===== config.mk =====
export PLATFORM = sky130hd
export DESIGN_NAME = mux4_serializer
export DESIGN_NICKNAME = d
export VERILOG_FILES = /design/src/rtl/mux4_serializer.sv
export SDC_FILE = /design/constraint.sdc
export NUM_CORES = 1
export LEC_CHECK = 0
export CAP_MARGIN = 20
export CORE_MARGIN = 1.5
export CORE_UTILIZATION = 40
export DETAILED_ROUTE_END_ITERATION = 12
export SETUP_SLACK_MARGIN = 0.2
export SLEW_MARGIN = 20
export SYNTH_ARGS = -nofsm -noshare
export SYNTH_HDL_FRONTEND = slang
export SYNTH_SLANG_ARGS = --single-unit

===== constraint.sdc =====
create_clock -name clk -period 1.8 [get_ports clk]
set_input_delay 0.36 -clock clk [delete_from_list [all_inputs] [get_ports clk]]
set_output_delay 0.36 -clock clk [all_outputs]
set_load 0.005 [all_outputs]

===== src/rtl/mux4_serializer.sv =====
// Serializes a 4-bit word onto a 2-bit mux select and a reference bit stream,
// holding each select value for HOLD cycles and pulsing done after the last bit.
module mux4_serializer #(
  parameter int HOLD = 1
) (
  input  logic       clk,
  input  logic       rst,
  input  logic       in_valid,
  input  logic [3:0] in_data,
  output logic       in_ready,
  output logic [1:0] sel,
  output logic       ser_out,
  output logic       ser_valid,
  output logic       done
);

  typedef enum logic [1:0] {
    IDLE  = 2'd0,
    SHIFT = 2'd1,
    DONE  = 2'd2
  } state_t;

  localparam logic [7:0] HOLD_LAST = 8'(HOLD - 1);

  state_t     state, state_nxt;
  logic [3:0] data_buf, buf_nxt;
  logic [1:0] sel_nxt;
  logic [7:0] hold_cnt, hold_nxt;

  always_ff @(posedge clk) begin
    if (rst) begin
      state    <= IDLE;
      data_buf <= '0;
      sel      <= '0;
      hold_cnt <= '0;
    end else begin
      state    <= state_nxt;
      data_buf <= buf_nxt;
      sel      <= sel_nxt;
      hold_cnt <= hold_nxt;
    end
  end

  // sel stops at 3; the frame ends by moving to DONE rather than wrapping.
  always_comb begin
    state_nxt = state;
    buf_nxt   = data_buf;
    sel_nxt   = sel;
    hold_nxt  = hold_cnt;
    case (state)
      IDLE: begin
        if (in_valid) begin
          buf_nxt   = in_data;
          sel_nxt   = 2'd0;
          hold_nxt  = 8'd0;
          state_nxt = SHIFT;
        end
      end
      SHIFT: begin
        if (hold_cnt != HOLD_LAST) begin
          hold_nxt = hold_cnt + 8'd1;
        end else begin
          hold_nxt = 8'd0;
          if (sel != 2'd3) begin
            sel_nxt = sel + 2'd1;
          end else begin
            state_nxt = DONE;
          end
        end
      end
      DONE: begin
        sel_nxt   = 2'd0;
        state_nxt = IDLE;
      end
      default: begin
        state_nxt = IDLE;
      end
    endcase
  end

  assign in_ready  = (state == IDLE);
  assign ser_valid = (state == SHIFT);
  assign done      = (state == DONE);
  assign ser_out   = (state == SHIFT) ? data_buf[sel] : 1'b0;

endmodule


==> results.md <==
* Crit path arrival time at approximately 1400 ps
* Syn nets at roughly 100
* Antenna violations before repair at 0
* Synthesized area per cell at approximately 9.1 µm²
* Drt total wl at ~1800 µm
* IR drop worst, VDD at 0.350 mV
* Register area share after synthesis at between 30% and 40%
* # nets final at 132
* Die width at 49.0 µm
* Die area at approximately 2400 µm²
* Vias in the first global route at between 700 and 800
* Main synth FF type: dfxtp_1
* CP max FO at 2
* Yosys warns at 0
* Area leader, netlist: dfxtp_1
* MaxCap Viol Count at 0
* Fin. max-slew vios at 0
* N_diodes at 0
* CP Class: register to primary output
* Vias per cell at approximately 5.3
* Die height at between 40 and 50 µm
* Final setup fails at 0
* Final ANT Viol Nets at 0
* Clk pin slew, worst setup/hold paths at about 90 ps
* Worst path top cell family by delay: multiplexers
* Crit-path cells: mux4_2 > and2_1 > buf_2
* Clock sinks at 16
* Final worst slack at approximately 84 ps
* CP peak stage delay at 470 ps
* Top-area cell type share of the netlist area at 37.9%
* PortBufs at 12
* Placed cell count at ~140
* Drt first-iter violations at 9
* Cell area after synthesis at between 800 and 900 µm²
* Fill cells at around 190
* Startpoint Class: register
* Post-synthesis cell count at 93
* Fmax at approximately 0.6 GHz
* Clk_skew at roughly 2.6 ps
* Unrepaired setup endpoints after global routing: true
* CTS H-tree depth at 1
* PD cells at between 500 and 600 nW/µm²
* Unique cell type count in the Yosys netlist at 35
* Most common cell after layout, fill and taps aside: buf_4
* Worst hold path type: register to register
* Buf/Inv on CP at 1
* Min cycle time layout at roughly 1700 ps
* Clock buffer depth at 2
* Critical-path top delay cell: mux4_2
* Synth area leaders: dfxtp_1 (38%), a21oi_1 (4.7%), a31oi_1 (4.4%)
* Largest net degree at the start of global routing at 14
* Post-Route Utilization at 58.5%
* Max-slew headroom at a little over two thirds
* Fin crit share at 95.3%
* Initial Util at 42.7%
* Via count at roughly 780
* CP Capture Type: primary output
* First-pass GRT wire length at between 3000 and 4000 µm
* Total GRT Usage at 16.8%
* Share of cells above drive strength 1 at 33.3%
* Row count at 16
* Worst Path Required at roughly 1400 ps
* Remaining DRCs at 0
* I/O Pins at 13
* Fin Setup TNS at 0 ps
* CTS tree: done
* Dpl hpwl at 1300 µm
* Clk_lat worst skew at 280 ps
* Hold Vio Cnt, Final at 0
* Post-synth EDFFs at 0
* RePlAce Congestion at 0.758
* Most frequent cells in the layout: buf_4 (14), dfxtp_1 (10), nand2_1 (9), a21oi_1 (7), clkdlybuf4s50_1 (7)
* Core area at ~2000 µm²
* Lkg Pwr at around 0.46 nW
* Register bit total from synthesis at 16
* Root buf cell: clkbuf_4
* Status: complete, no violations
* Worst-margin pin slew at roughly 440 ps
* DR pass1 iterations at 4
* Gr ovfl total at 0
* Avg WL per Cell at about 13 µm
* Final Non-Filler Cells at around 150
* P&R area growth vs syn at 37.1%
* Cts bufs inserted at 3
* Pre-CTS setup slack at approximately 37 ps
* Post-synth ARST share at 0%
==> power breakdown <==
group          total, mW  leakage (nW)  switching [mW]  internal (mW)
combinational      0.103         0.312          0.0486         0.0540
sequential         0.374         0.133         0.00888          0.365
clock              0.191        0.0138           0.113         0.0776
total              0.667         0.458           0.171          0.496
==> path summary, 6_finish.rpt <==
check / from / endpoint / slack (ps) / cells after the start
worst min-delay path: data_buf[3]$_SDFFE_PP0P_ / data_buf[3]$_SDFFE_PP0P_ / 460 / 2
worst max-delay path: sel[0]$_SDFFE_PP0P_ / ser_out / 80 / 3
worst min register to register: data_buf[3]$_SDFFE_PP0P_ / data_buf[3]$_SDFFE_PP0P_ / 460 / 2
worst max register to register: hold_cnt[0]$_SDFFE_PP0P_ / hold_cnt[2]$_SDFFE_PP0P_ / 270 / 7
==> worst reg2reg max path, stage by stage (launching register included) <==
cell      delay, ps
dfxtp_2         350
inv_2            50
ha_4            150
nor4b_4         140
buf_4           170
a211oi_4        340
a21oi_1         120
a31oi_1         160
==> cell families (layout without fill, tap and decap cells) <==
kind of cell / Yosys count / in the layout / synth area share [%]
fa+ha+maj: 3 / 3 / 4.44
xor+xnor: 1 / 1 / 1.04
buf+inv: 7 / 33 / 3.40
compound gates: 27 / 28 / 22.9
mux: 2 / 2 / 3.85
flops: 16 / 16 / 37.9
simple gates: 37 / 37 / 26.5
==> registers in the layout, summed over array words and instances, names as in the netlist <==
| name | count |
|---|---|
| data_buf | 4 |
| hold_cnt | 8 |
| sel | 2 |
| state | 2 |
==> area by class of cell <==
type                       count  area, µm²  area share, %
sequential                    16        330           28.5
multi-input combinational     71        543           46.8
inverter                       4       15.0           1.29
clock buffer                   3       22.5           1.94
tap                           27       33.8           2.91
timing repair buffer          26        215           18.6
==> metrics by stage <==
step | hold slack (ps) | area (µm²) | total power [mW]
floorplan | 433 | 846 | 0.427
global placement | 447 | 1030 | 0.481
detailed placement | 449 | 1030 | 0.483
CTS | 462 | 1120 | 0.667
global route | 488 | 1160 | 0.702
finish | 459 | 1160 | 0.667
==> cell usage after synthesis, drive strengths merged, types with 3 or more instances <==
cell and n:
a21oi 9, a31oi 6, dfxtp 16, ha 3
inv 4, nand2 9, nand2b 4, nand3 6
nor2 5, o21ai 3
==> routing by layer <==
layer / up-vias / global-route usage (%) / share of wire [%]
met4: 0 / 5.71 / 0
met3: 0 / 2.76 / 2.3
met5: - / 0 / 0
met1: 366 / 24.7 / 54
li1: 404 / - / -
met2: 9 / 24.9 / 44
==> timing repair <==
action                     in CTS  in global routing
hold buffers                    0                  0
gates cloned                    0                  1
resized for setup              18                  5
setup endpoints to repair       7                  9
pin swaps                       4                  5
buffers inserted                7                  1
Note: power is estimated with default switching activity, not from simulation.
